**config.mk**
```make
export PLATFORM = sky130hd
export DESIGN_NAME = spi_flash_ctrl_flat
export DESIGN_NICKNAME = d
export VERILOG_FILES = /design/src/rtl/spi_flash_ctrl_if.sv /design/src/rtl/spi_flash_ctrl.sv /design/src/flat_wrapper.sv
export SDC_FILE = /design/constraint.sdc
export NUM_CORES = 1
export LEC_CHECK = 0
export ABC_CLOCK_PERIOD_IN_PS = 1830
export BUFFER_PORTS_ARGS = -buffer_cell sky130_fd_sc_hd__buf_4
export CAP_MARGIN = 15
export CORE_ASPECT_RATIO = 1.5
export CORE_UTILIZATION = 49
export DETAILED_ROUTE_END_ITERATION = 7
export PLACE_DENSITY = 0.86
export RECOVER_POWER = 100
export SETUP_SLACK_MARGIN = 0.15
export SLEW_MARGIN = 10
export SYNTH_ARGS = -nofsm -noshare
export SYNTH_HDL_FRONTEND = slang
export SYNTH_SLANG_ARGS = --single-unit
```
**constraint.sdc**
```tcl
create_clock -name clk -period 1.83 [get_ports clk]
set_input_delay 0.183 -clock clk [delete_from_list [all_inputs] [get_ports clk]]
set_output_delay 0.183 -clock clk [all_outputs]
set_load 0.01 [all_outputs]
```
**src/rtl/spi_flash_ctrl_if.sv**
```systemverilog
// Bus request/response bundle between the core's bus decoder and the flash read controller.
// The requester holds sel/address until ready; ready is a one-cycle completion pulse.
interface spi_flash_ctrl_if;
  logic        sel;
  logic        read_en;
  logic [3:0]  write_mask;
  logic [23:0] address;
  logic [31:0] read_value;
  logic        ready;

  modport master (output sel, read_en, write_mask, address, input read_value, ready);
  modport slave  (input sel, read_en, write_mask, address, output read_value, ready);
endinterface

```
**src/rtl/spi_flash_ctrl.sv**
```systemverilog
// Turns each bus read into one SPI mode-0 READ (cmd, 24-bit addr, 32 data bits); ready 1+128*CLK_DIV cycles after accept.
// Writes are acknowledged the next cycle with zero data; no new request is taken until the current one completes.
module spi_flash_ctrl #(
  parameter int unsigned CLK_DIV  = 1,
  parameter logic [7:0]  CMD_READ = 8'h03
) (
  input  logic             clk,
  input  logic             reset,
  spi_flash_ctrl_if.slave  bus,
  output logic             flash_clk,
  output logic             flash_csn,
  output logic             flash_io0_en,
  output logic             flash_io0_out,
  input  logic             flash_io0_in,
  output logic             flash_io1_en,
  output logic             flash_io1_out,
  input  logic             flash_io1_in
);

  localparam int DIV_W = (CLK_DIV > 1) ? $clog2(CLK_DIV) : 1;
  localparam logic [DIV_W-1:0] DIV_LAST = DIV_W'(CLK_DIV - 1);

  typedef enum logic [2:0] {IDLE, SHIFT_OUT, SHIFT_IN, DONE, GAP, WACK} state_t;

  state_t           state;
  logic [DIV_W-1:0] div_cnt;
  logic [5:0]       bit_cnt;
  logic [31:0]      shreg;
  logic             phase_end;
  logic             unused_ok;

  assign phase_end     = (div_cnt == DIV_LAST);
  assign flash_io1_en  = 1'b0;
  assign flash_io1_out = 1'b0;
  assign unused_ok     = &{1'b0, flash_io0_in, bus.address[1:0]};

  always_ff @(posedge clk) begin
    if (reset) begin
      state          <= IDLE;
      div_cnt        <= '0;
      bit_cnt        <= '0;
      shreg          <= '0;
      flash_clk      <= 1'b0;
      flash_csn      <= 1'b1;
      flash_io0_en   <= 1'b0;
      flash_io0_out  <= 1'b0;
      bus.ready      <= 1'b0;
      bus.read_value <= '0;
    end else begin
      bus.ready <= 1'b0;
      case (state)
        IDLE: begin
          div_cnt <= '0;
          bit_cnt <= '0;
          if (bus.sel && bus.write_mask != 4'h0) begin
            state          <= WACK;
            bus.ready      <= 1'b1;
            bus.read_value <= '0;
          end else if (bus.sel && bus.read_en) begin
            state         <= SHIFT_OUT;
            shreg         <= {CMD_READ, bus.address[23:2], 2'b00};
            flash_csn     <= 1'b0;
            flash_io0_en  <= 1'b1;
            flash_io0_out <= CMD_READ[7];
          end
        end

        SHIFT_OUT, SHIFT_IN: begin
          if (!phase_end) begin
            div_cnt <= div_cnt + 1'b1;
          end else begin
            div_cnt <= '0;
            if (!flash_clk) begin
              // Rising edge: the flash has had a full low phase to drive MISO.
              flash_clk <= 1'b1;
              if (state == SHIFT_IN)
                shreg <= {shreg[30:0], flash_io1_in};
            end else begin
              flash_clk <= 1'b0;
              if (bit_cnt != 6'd63)
                bit_cnt <= bit_cnt + 1'b1;
              if (state == SHIFT_OUT) begin
                shreg <= {shreg[30:0], 1'b0};
                if (bit_cnt == 6'd31) begin
                  state         <= SHIFT_IN;
                  flash_io0_en  <= 1'b0;
                  flash_io0_out <= 1'b0;
                end else begin
                  flash_io0_out <= shreg[30];
                end
              end else if (bit_cnt == 6'd63) begin
                // Flash streams the word little-endian, each byte MSB first.
                state          <= DONE;
                flash_csn      <= 1'b1;
                bus.ready      <= 1'b1;
                bus.read_value <= {shreg[7:0], shreg[15:8], shreg[23:16], shreg[31:24]};
              end
            end
          end
        end

        DONE:    state <= GAP;
        GAP:     state <= IDLE;
        WACK:    state <= IDLE;
        default: state <= IDLE;
      endcase
    end
  end

endmodule

```
**src/flat_wrapper.sv**
```systemverilog
// flat-port wrapper written by rule: the top's interface ports become plain ports
module spi_flash_ctrl_flat 
#(
  parameter int unsigned CLK_DIV  = 1,
  parameter logic [7:0]  CMD_READ = 8'h03
)
  (clk, reset, flash_clk, flash_csn, flash_io0_en, flash_io0_out, flash_io0_in, flash_io1_en, flash_io1_out, flash_io1_in, bus_sel, bus_read_en, bus_write_mask, bus_address, bus_read_value, bus_ready);
  spi_flash_ctrl_if bus_i ();
  input  logic clk;
  input  logic reset;
  output logic flash_clk;
  output logic flash_csn;
  output logic flash_io0_en;
  output logic flash_io0_out;
  input  logic flash_io0_in;
  output logic flash_io1_en;
  output logic flash_io1_out;
  input  logic flash_io1_in;
  input wire logic [$bits(bus_i.sel)-1:0] bus_sel;
  input wire logic [$bits(bus_i.read_en)-1:0] bus_read_en;
  input wire logic [$bits(bus_i.write_mask)-1:0] bus_write_mask;
  input wire logic [$bits(bus_i.address)-1:0] bus_address;
  output wire logic [$bits(bus_i.read_value)-1:0] bus_read_value;
  output wire logic [$bits(bus_i.ready)-1:0] bus_ready;
  assign bus_i.sel = bus_sel;
  assign bus_i.read_en = bus_read_en;
  assign bus_i.write_mask = bus_write_mask;
  assign bus_i.address = bus_address;
  assign bus_read_value = bus_i.read_value;
  assign bus_ready = bus_i.ready;
  spi_flash_ctrl #(.CLK_DIV(CLK_DIV), .CMD_READ(CMD_READ)) u_core (.clk(clk), .reset(reset), .bus(bus_i), .flash_clk(flash_clk), .flash_csn(flash_csn), .flash_io0_en(flash_io0_en), .flash_io0_out(flash_io0_out), .flash_io0_in(flash_io0_in), .flash_io1_en(flash_io1_en), .flash_io1_out(flash_io1_out), .flash_io1_in(flash_io1_in));
endmodule
```
=== Word-level counts from Yosys, hierarchy flattened ===
Cells that the tools add are included.

* Mux-type cells: 53
* Equal/unequal tests: 21
* Reduce and logical (&&, ||, !) cells: 14
* Add/sub/neg operators: 2
* Bitwise operators: 1

{| class="wikitable"
|+ Operators by type and width
! operator !! count
|-
| two-way mux 32 bit || 11
|-
| one-hot mux 32 bit (2 select lines) || 2
|-
| two-way mux 1 bit || 23
|-
| two-way mux 3 bit || 7
|-
| two-way mux 6 bit || 3
|-
| AND reduction 6 bit || 3
|-
| != test 2 x 1 -> 1 bit (second input constant) || 7
|-
| AND reduction 7 bit || 2
|-
| one-hot mux 6 bit (2 select lines) || 1
|-
| one-hot mux 1 bit (2 select lines) || 5
|-
| != test 3 x 1 -> 1 bit (second input constant) || 3
|-
| one-hot mux 3 bit (3 select lines) || 1
|-
| adder 6 x 1 -> 6 bit (second input constant) || 1
|-
| equality test 3 x 2 -> 1 bit (second input constant) || 2
|-
| equality test 6 x 5 -> 1 bit (second input constant) || 1
|-
| equality test 6 bit (second input constant) || 1
|-
| != test 2 bit (second input constant) || 3
|-
| != test 3 bit (second input constant) || 2
|-
| != test 6 bit (second input constant) || 1
|-
| AND reduction 5 bit || 1
|-
| AND reduction 4 bit || 1
|-
| nonzero test 4 bit || 1
|-
| equality test 3 x 1 -> 1 bit (second input constant) || 1
|-
| logical NOT 3 bit || 1
|-
| 6 further kinds || 7
|}

* Input bits: 34
* Flip-flop bits (word level): 79

=== Depth between registers and ports, before layout ===
Gate-level depths: netlist of run 1.

* Depth after elaboration: 6
* Gate-level depth with buffers: 6
* Mapped depth without buffers: 5

=== Least setup slack after synthesis of run 1 ===
No wires, ideal clock.

* Kind: register to register
* From: register u_core.bit_cnt[0]
* To: register u_core.bit_cnt[5]
* Path slack: 0.067 ns
* Data arrival time: 1.692 ns
* Period minus slack after synthesis: 1.763 ns
* Buffers on the path: 0
* Setup time: 0.072 ns
* Required time: 1.758 ns
* Cell stages (with the launch flop): 6
* Cells stage by stage: dfxtp_1 ha_1 and4_1 a211o_1 a2111oi_4 mux2i_1

* Word-level cells in the longest chain between the ends: 5
* Elaborated cells on any way between the ends: 8
* Classes of those cells: add/sub: 1; eq/ne: 2; mux: 4; reduce/logical: 1

{| class="wikitable"
|+ Ends and longest elaborated chain
! item !! line !! RTL
|-
| start, declared || spi_flash_ctrl.sv:27 || <nowiki>logic [5:0] bit_cnt;</nowiki>
|-
| start signal, assigned || spi_flash_ctrl.sv:81 || <nowiki>bit_cnt <= bit_cnt + 1'b1;</nowiki>
|-
| adder 6 x 1 -> 6 bit || spi_flash_ctrl.sv:81 ||
|-
| two-way mux 6 bit || spi_flash_ctrl.sv:80 || <nowiki>if (bit_cnt != 6'd63)</nowiki>
|-
| two-way mux 6 bit || spi_flash_ctrl.sv:73 || <nowiki>if (!flash_clk) begin</nowiki>
|-
| two-way mux 6 bit || spi_flash_ctrl.sv:69 || <nowiki>if (!phase_end) begin</nowiki>
|-
| one-hot mux 6 bit (2 select lines) || spi_flash_ctrl.sv:51 || <nowiki>case (state)</nowiki>
|}

Parallel ways exist; a longest one is shown, timed or not. The select of a mux whose other input is x is not followed.
A chain may end at the register's enable or synchronous reset.

=== Worst setup path after layout of run 1 ===
* From: register u_core.state[0]
* To: register u_core.shreg[18]

* Word-level cells in the longest chain between the ends: 4
* Elaborated cells on any way between the ends: 12
* Classes of those cells: eq/ne: 7; mux: 1; reduce/logical: 4

{| class="wikitable"
|+ Ends and longest elaborated chain
! item !! line !! RTL
|-
| start, declared || spi_flash_ctrl.sv:25 || <nowiki>state_t state;</nowiki>
|-
| start signal, assigned || spi_flash_ctrl.sv:39 || <nowiki>state <= IDLE;</nowiki>
|-
| start signal, assigned || spi_flash_ctrl.sv:56 || <nowiki>state <= WACK;</nowiki>
|-
| start signal, assigned || spi_flash_ctrl.sv:60 || <nowiki>state <= SHIFT_OUT;</nowiki>
|-
| equality test 3 x 1 -> 1 bit / equality test 3 x 2 -> 1 bit (equally long branches) || spi_flash_ctrl.sv:51, spi_flash_ctrl.sv:82, spi_flash_ctrl.sv:76 ||
|-
| OR reduction 2 bit || spi_flash_ctrl.sv:51 ||
|-
| != test 3 x 1 -> 1 bit (no line) (tied with other cells) || - ||
|-
| AND reduction 6 bit (no line) || - ||
|-
| end signal, assigned || spi_flash_ctrl.sv:61 || <nowiki>shreg <= {CMD_READ, bus.address[23:2], 2'b00};</nowiki>
|-
| end signal, assigned || spi_flash_ctrl.sv:77 || <nowiki>shreg <= {shreg[30:0], flash_io1_in};</nowiki>
|-
| end signal, assigned || spi_flash_ctrl.sv:83 || <nowiki>shreg <= {shreg[30:0], 1'b0};</nowiki>
|-
| end, declared || spi_flash_ctrl.sv:28 || <nowiki>logic [31:0] shreg;</nowiki>
|}

Parallel ways exist; a longest one is shown, timed or not.

==> run_results.csv, run 1 <==
group,metric,value,unit
cts,cts.sinks,78,
placed_design,place_hpwl,6807,µm
worst_setup_path,rrSetupSlack,0.05,ns
power_and_ir_drop,total_power,4.915,mW
placed_design,routabilityCongestion,0.8832,
worst_setup_path,crit_path_max_fanout,6,
power_and_ir_drop,peakVddDrop,610.0,µV
worst_setup_path,slowest_delay,0.55,ns
cts,clock_path_buffers,2,
timing,final_hold_viol_count,0,
cts,hold_buffers,0,
synthesis,synthDistinctLibCells,44,
worst_setup_path,cp_data_required_time,2.10,ns
cts,cts_root_buf,"clkbuf_8",
worst_setup_path,timing.rr.end,"u_core.shreg[18]",
status,status,"complete, but fails checks",
finish,final_common_cell,"dfxtp_1",
synthesis,ys_warn_count,0,
timing,slew_headroom,60.17,%
synthesis,postSynthCellCount,433,
drt,vias,3800,
drt,drtAntennaViolNets,0,
floorplan,die_height,105.7,µm
cts,htree_levels,3,
timing,finalSetupTns,0,ns
timing,slew_viol_final,0,
timing,period_share,97.34,%
worst_setup_path,start_kind,"flip-flop",
worst_setup_path,critPathKind,"reg2reg",
worst_setup_path,worst-path-buf-inv,1,
finish,antenna_cells,0,
finish,utilization,67.37,%
drt,firstDrtPassIters,7,
drt,drc_errors,3,
floorplan,core_area,6898,µm²
worst_setup_path,critPathTopFamily,"flip-flops",
worst_setup_path,critPathSlowestCell,"dfxtp_1",
floorplan,fp.dieArea,7515,µm²
worst_setup_path,regToRegStartpoint,"u_core.state[0]",
finish,syn_to_final_growth,32.36,%
global_route,antenna_found_initial,0,
worst_setup_path,end_kind,"flip-flop",
finish,design_area,4647,µm²
floorplan,io_pins,73,
power_and_ir_drop,p_leak,1.597,nW
drt,wl_per_cell,18.34,µm
floorplan,start_util,50.90,%
synthesis,avgSynthCellArea,8.108,µm²
global_route,grt.overflow.total,0,
finish,fill_cells,572,
timing,rsz0062_at_grt,"yes",
timing,period_minus_slack,1.781,ns
cts,clk_pin_slew,0.08,ns
worst_hold_path,hold_start,"flash_io1_in",
status,violations,"DRC",
run,maxCapViolations,0,
drt,drtIter0Drc,529,
finish,fin_nets,549,
worst_setup_path,crit_chain,"xnor2_4 > or2_0 > clkbuf_2 > nand2_1 > a311oi_2",
drt,wl,10950,µm
global_route,grt_pass1_wl,17010,µm
cts,cts_tree,"done",
cts,clk_latency,0.36,ns
floorplan,rows,37,
timing,finalSetupViolCount,0,
worst_hold_path,hold_end,"u_core.shreg[0]",
placed_design,placed_cell_area,4322,µm²
placed_design,place_ws,0.006613,ns
floorplan,dieWidth,71.12,µm
worst_hold_path,worstHoldPathType,"in2reg",
timing,max_freq,561.4,MHz
global_route,grt_pass1_vias,3555,
synthesis,yosysSeqAreaShare,44.48,%
worst_hold_path,hold_path_depth,3,
finish,drive_gt1_share,23.70,%
placed_design,port_buffers,67,
worst_setup_path,worst_ep_arrival_time,2.05,ns
finish,final_cell_mix,"dfxtp_1 (75), buf_4 (67), a21oi_1 (59), nand2_1 (55), nand4_1 (43)",
timing,fin_ws,0.04859,ns
synthesis,ys_ff_latch,78,
synthesis,syn-cell-area,3511,µm²
drt,routed_via_density,6.365,
cts,cts_inserted_buffers,9,
timing,worst_pin_slew,0.5909,ns
timing,skew,0.007486,ns
global_route,grt_max_degree,46,
power_and_ir_drop,power_density,1058,nW/µm²
global_route,grt_usage,28.98,%
worst_setup_path,reg2reg_depth,5,
[registers in the layout, indices dropped and copies added, names as in the netlist]
name / cells
u_core.bus.read_value: 32
u_core.flash_csn: 1
u_core.flash_clk: 1
u_core.shreg: 32
u_core.bit_cnt: 6
u_core.state: 3
u_core.flash_io0_en: 1
u_core.bus.ready: 1
u_core.flash_io0_out: 1
[area by class of cell]
class / instances / area, µm² / area share, %
Timing Repair Buffer: 118 / 870.8 / 18.74
Tap cell: 78 / 97.59 / 2.100
Multi-Input combinational cell: 300 / 1843 / 39.66
Clock buffer: 9 / 123.9 / 2.666
Sequential cell: 78 / 1565 / 33.68
Inverter: 7 / 26.28 / 0.5654
Clock inverter: 7 / 120.1 / 2.585
[power breakdown]
group	total, mW	internal (mW)	switching (mW)
sequential	1.96	1.83	0.128
clock	1.60	0.913	0.691
combinational	1.35	0.528	0.822
total	4.92	3.27	1.64
[per-layer routing]
metal / global-route usage [%] / part of all wire (%)
met1: 32.87 / 37
met2: 50.69 / 53
met3: 4.685 / 5.7
met4: 16.57 / 4.0
met5: 0 / 0
[through the flow]
stage,instances,hold slack (ns)
6_report,597,0.09496
5_1_grt,597,0.09469
4_1_cts,595,0.09577
3_5_place_dp,570,0.4545
3_3_place_gp,570,0.4513
2_1_floorplan,434,0.3373
[what timing repair did]
item,CTS,global route
setup endpoints to repair,39,62
buffers inserted,8,1
gates resized for setup,18,19
pin swaps,4,17
cloned,1,1
[cell usage after synthesis, drive strengths merged]
master	instances	area share, %
buf	12	1.8
nor3b	1	0.21
nor2b	1	0.18
a311oi	23	5.7
nor4	3	0.53
a21oi	66	9.4
nor3	7	1.0
a31oi	2	0.36
dfxtp	78	44
and4	1	0.25
or3	5	0.89
o21ai	43	6.2
o21a	1	0.21
xnor2	1	0.46
o311ai	1	0.25
ha	1	0.36
or2	2	0.36
or4	1	0.32
nand2	55	5.9
nand4b	1	0.25
a211o	2	0.50
and2	1	0.18
o22ai	1	0.18
clkbuf	37	4.0
o211ai	1	0.21
o31a	1	0.25
inv	7	0.75
nand2b	1	0.18
nor2	8	0.93
mux2i	5	1.4
a2111oi	1	0.78
nand3	11	1.6
conb	1	0.11
nand4	43	7.7
o22a	1	0.25
o41ai	1	0.46
a211oi	6	1.4
[kinds of logic after synthesis]
logic type,count (synthesis),synth area share (%)
AO/OA/AOI/OAI,150,26.27
XOR/XNOR,1,0.4634
adder cells (fa/ha/maj),1,0.3563
buffers and inverters,56,6.521
flip-flops,78,44.48
multiplexers,5,1.426
other,1,0.1068
AND/OR/NAND/NOR,141,20.39
[worst min-delay path, cell delays in order]
cell and delay [ns]:
buf_4 0.11, nand4_1 0.06, a21oi_1 0.06
[worst max path at each step]
stage | startpoint | endpoint | slack [ns] | cells past startpoint
3_3_place_gp | u_core.bit_cnt[0] | u_core.bus.read_value[11] | 0.11 | 7
4_1_cts | u_core.bit_cnt[1] | u_core.bit_cnt[4] | 0.14 | 5
6_report | u_core.state[0] | u_core.shreg[18] | 0.05 | 5
3_5_place_dp | u_core.bit_cnt[0] | u_core.bus.read_value[17] | 0.007 | 7
5_1_grt | u_core.bit_cnt[0] | u_core.bus.read_value[10] | -0.02 | 8
2_1_floorplan | u_core.bit_cnt[0] | u_core.bus.read_value[12] | 0.15 | 6
(Power assumes the default switching activity.)
==> run 2: changes to the inputs <==
--- a/config.mk
+++ b/config.mk
@@ -5,13 +5,14 @@
 export SDC_FILE = /design/constraint.sdc
 export NUM_CORES = 1
 export LEC_CHECK = 0
-export ABC_CLOCK_PERIOD_IN_PS = 1830
+export ABC_CLOCK_PERIOD_IN_PS = 2300
 export BUFFER_PORTS_ARGS = -buffer_cell sky130_fd_sc_hd__buf_4
 export CAP_MARGIN = 15
 export CORE_ASPECT_RATIO = 1.5
-export CORE_UTILIZATION = 49
+export CORE_UTILIZATION = 58
 export DETAILED_ROUTE_END_ITERATION = 7
-export PLACE_DENSITY = 0.86
+export HOLD_SLACK_MARGIN = 0.15
+export PLACE_DENSITY = 0.94
 export RECOVER_POWER = 100
 export SETUP_SLACK_MARGIN = 0.15
 export SLEW_MARGIN = 10
==> constraint.sdc (replaced) <==
create_clock -name clk -period 2.3 [get_ports clk]
set_input_delay 0.23 -clock clk [delete_from_list [all_inputs] [get_ports clk]]
set_output_delay 0.23 -clock clk [all_outputs]
set_load 0.01 [all_outputs]
==> run_results.csv, run 2 (synthesis gave the netlist of run 1 again) <==
group,metric,value,unit
placed_design,routabilityCongestion,0.8814,
cts,clock_path_buffers,2,
drt,drtAntennaViolNets,0,
global_route,antenna_found_initial,0,
worst_setup_path,worst_ep_arrival_time,2.31,ns
cts,cts.sinks,78,
worst_setup_path,cp_data_required_time,2.59,ns
global_route,grt_pass1_wl,15540,µm
finish,fin_nets,520,
power_and_ir_drop,switching_share,36.39,%
floorplan,core_area,5828,µm²
finish,top_regs,"u_core.bus.read_value: 32 flops, u_core.shreg: 32 flops, u_core.bit_cnt: 6 flops",
placed_design,port_buffers,67,
cts,clk_pin_slew,0.09,ns
global_route,grt_pass1_vias,3279,
power_and_ir_drop,p_sw,1.230,mW
cts,htree_levels,3,
finish,syn_to_final_growth,18.42,%
drt,routed_via_density,6.475,
global_route,grt_usage,31.67,%
timing,period_share,88.09,%
cts,cts_tree,"done",
power_and_ir_drop,p_leak,1.371,nW
timing,slew_viol_final,0,
power_and_ir_drop,power_density,812.6,nW/µm²
timing,period_minus_slack,2.026,ns
global_route,grt.overflow.total,0,
finish,final_common_cell,"dfxtp_1",
timing,max_freq,493.6,MHz
status,status,"finished clean",
drt,wl_per_cell,17.25,µm
timing,worst_pin_slew,0.5286,ns
worst_setup_path,critPathKind,"reg2reg",
drt,wl,9697,µm
cts,cts_root_buf,"clkbuf_8",
power_and_ir_drop,peakVddDrop,468.4,µV
floorplan,rows,34,
finish,antenna_cells,0,
drt,firstDrtPassIters,5,
timing,final_hold_viol_count,0,
finish,final_cell_mix,"dfxtp_1 (78), a21oi_1 (66), nand2_1 (55), nand4_1 (43), buf_4 (43)",
timing,rsz0062_at_grt,"no",
floorplan,start_util,60.24,%
finish,seqCellArea,1562,µm²
cts,clk_latency,0.37,ns
timing,holdWs,0.1487,ns
power_and_ir_drop,pwr-share-comb,26.5,%
timing,finalSetupTns,0,ns
timing,skew,0.01036,ns
global_route,grt_max_degree,53,
drt,vias,3639,
floorplan,io_pins,73,
power_and_ir_drop,clockPowerShare,27.3,%
power_and_ir_drop,p_seq_share,46.2,%
worst_setup_path,end_kind,"flip-flop",
finish,multi_input_area,1739,µm²
floorplan,fp.dieArea,6375,µm²
finish,drive_gt1_share,14.29,%
run,maxCapViolations,0,
cts,cts_inserted_buffers,9,
placed_design,place_hpwl,6186,µm
power_and_ir_drop,p_int,2.149,mW
finish,fill_cells,465,
worst_hold_path,worstHoldPathType,"in2reg",
timing,slew_headroom,64.49,%
worst_setup_path,crit_path_max_fanout,32,
floorplan,dieWidth,65.53,µm
timing,finalSetupViolCount,0,
drt,drc_errors,0,
floorplan,die_height,97.29,µm
cts,cts_setup_buffers,0,
drt,drtIter0Drc,518,
worst_setup_path,start_kind,"flip-flop",
==> run 2: changes by cell type in the layout (fill, tap and decap cells not counted), moves of 2 or more <==
cell,before,now
a211oi_1,2,5
a211oi_2,3,0
a21oi_1,59,66
a21oi_2,7,0
buf_12,7,2
buf_4,67,43
buf_6,2,0
bufinv_16,3,0
clkinv_4,0,2
dfxtp_1,75,78
dfxtp_2,3,0
dlygate4sd3_1,0,6
o21ai_0,24,30
o21ai_1,18,12
==> run 2: metrics by stage <==
stage / power (mW) / utilization [%] / setup WS [ns] / area [µm²] / instances
finish: 3.378 / 71.34 / 0.2739 / 4158 / 562
global route: 3.517 / 71.34 / 0.1634 / 4158 / 562
CTS: 3.365 / 73.87 / 0.2253 / 4305 / 562
detailed placement: 2.455 / 69.86 / 0.3577 / 4071 / 540
global placement: 2.420 / 69.86 / 0.4231 / 4071 / 540
floorplan: 2.179 / - / 0.5366 / 3515 / 434
==> run 2: path summary, 6_finish.rpt <==
| path | cells after the start | start | slack, ns | to |
|---|---|---|---|---|
| setup / recovery | 6 | u_core.bit_cnt[0] | 0.27 | u_core.bus.read_value[26] |
| hold / removal | 3 | bus_address[12] | 0.15 | u_core.shreg[12] |
| setup reg to reg | 6 | u_core.bit_cnt[0] | 0.27 | u_core.bus.read_value[26] |
| hold reg to reg | 2 | u_core.bus.read_value[10] | 0.48 | u_core.bus.read_value[10] |
==> run 2: area by class of cell <==
| cell class | instances | share of cell area, % |
|---|---|---|
| multi-input cells | 300 | 41.83 |
| repair buffers | 89 | 13.63 |
| well taps | 72 | 2.167 |
| clock inverters | 6 | 1.113 |
| clock buffers | 10 | 3.070 |
| inverters | 7 | 0.6320 |
| flip-flops and latches | 78 | 37.56 |
==> run 2: power groups by stage <==
stage,logic [mW],registers [mW],clock network (mW)
after floorplan,0.621,1.56,0
after global placement,0.843,1.58,0
after detailed placement,0.872,1.58,0
after CTS,0.889,1.55,0.922
after global routing,0.969,1.57,0.976
final,0.895,1.56,0.924
==> run 2: layer usage <==
layer / global-route usage (%) / wire length (µm)
met1: 38.42 / 3718
met2: 50.04 / 4828
met4: 21.24 / 536
met3: 5.282 / 614
met5: 0 / 0
==> run 2: what timing repair did <==
action / in CTS / in global routing
resized for setup: 0 / 1
hold endpoints to repair: 6 / 0
endpoints found under the setup margin: 0 / 2
hold buffers: 6 / 0
==> run 2: critical path, cell delays in order (launching register included) <==
cell	delay [ns]
dfxtp_1	0.43
ha_1	0.26
nand4_1	0.31
o22ai_1	0.35
buf_12	0.24
nand4_1	0.17
a21oi_1	0.18
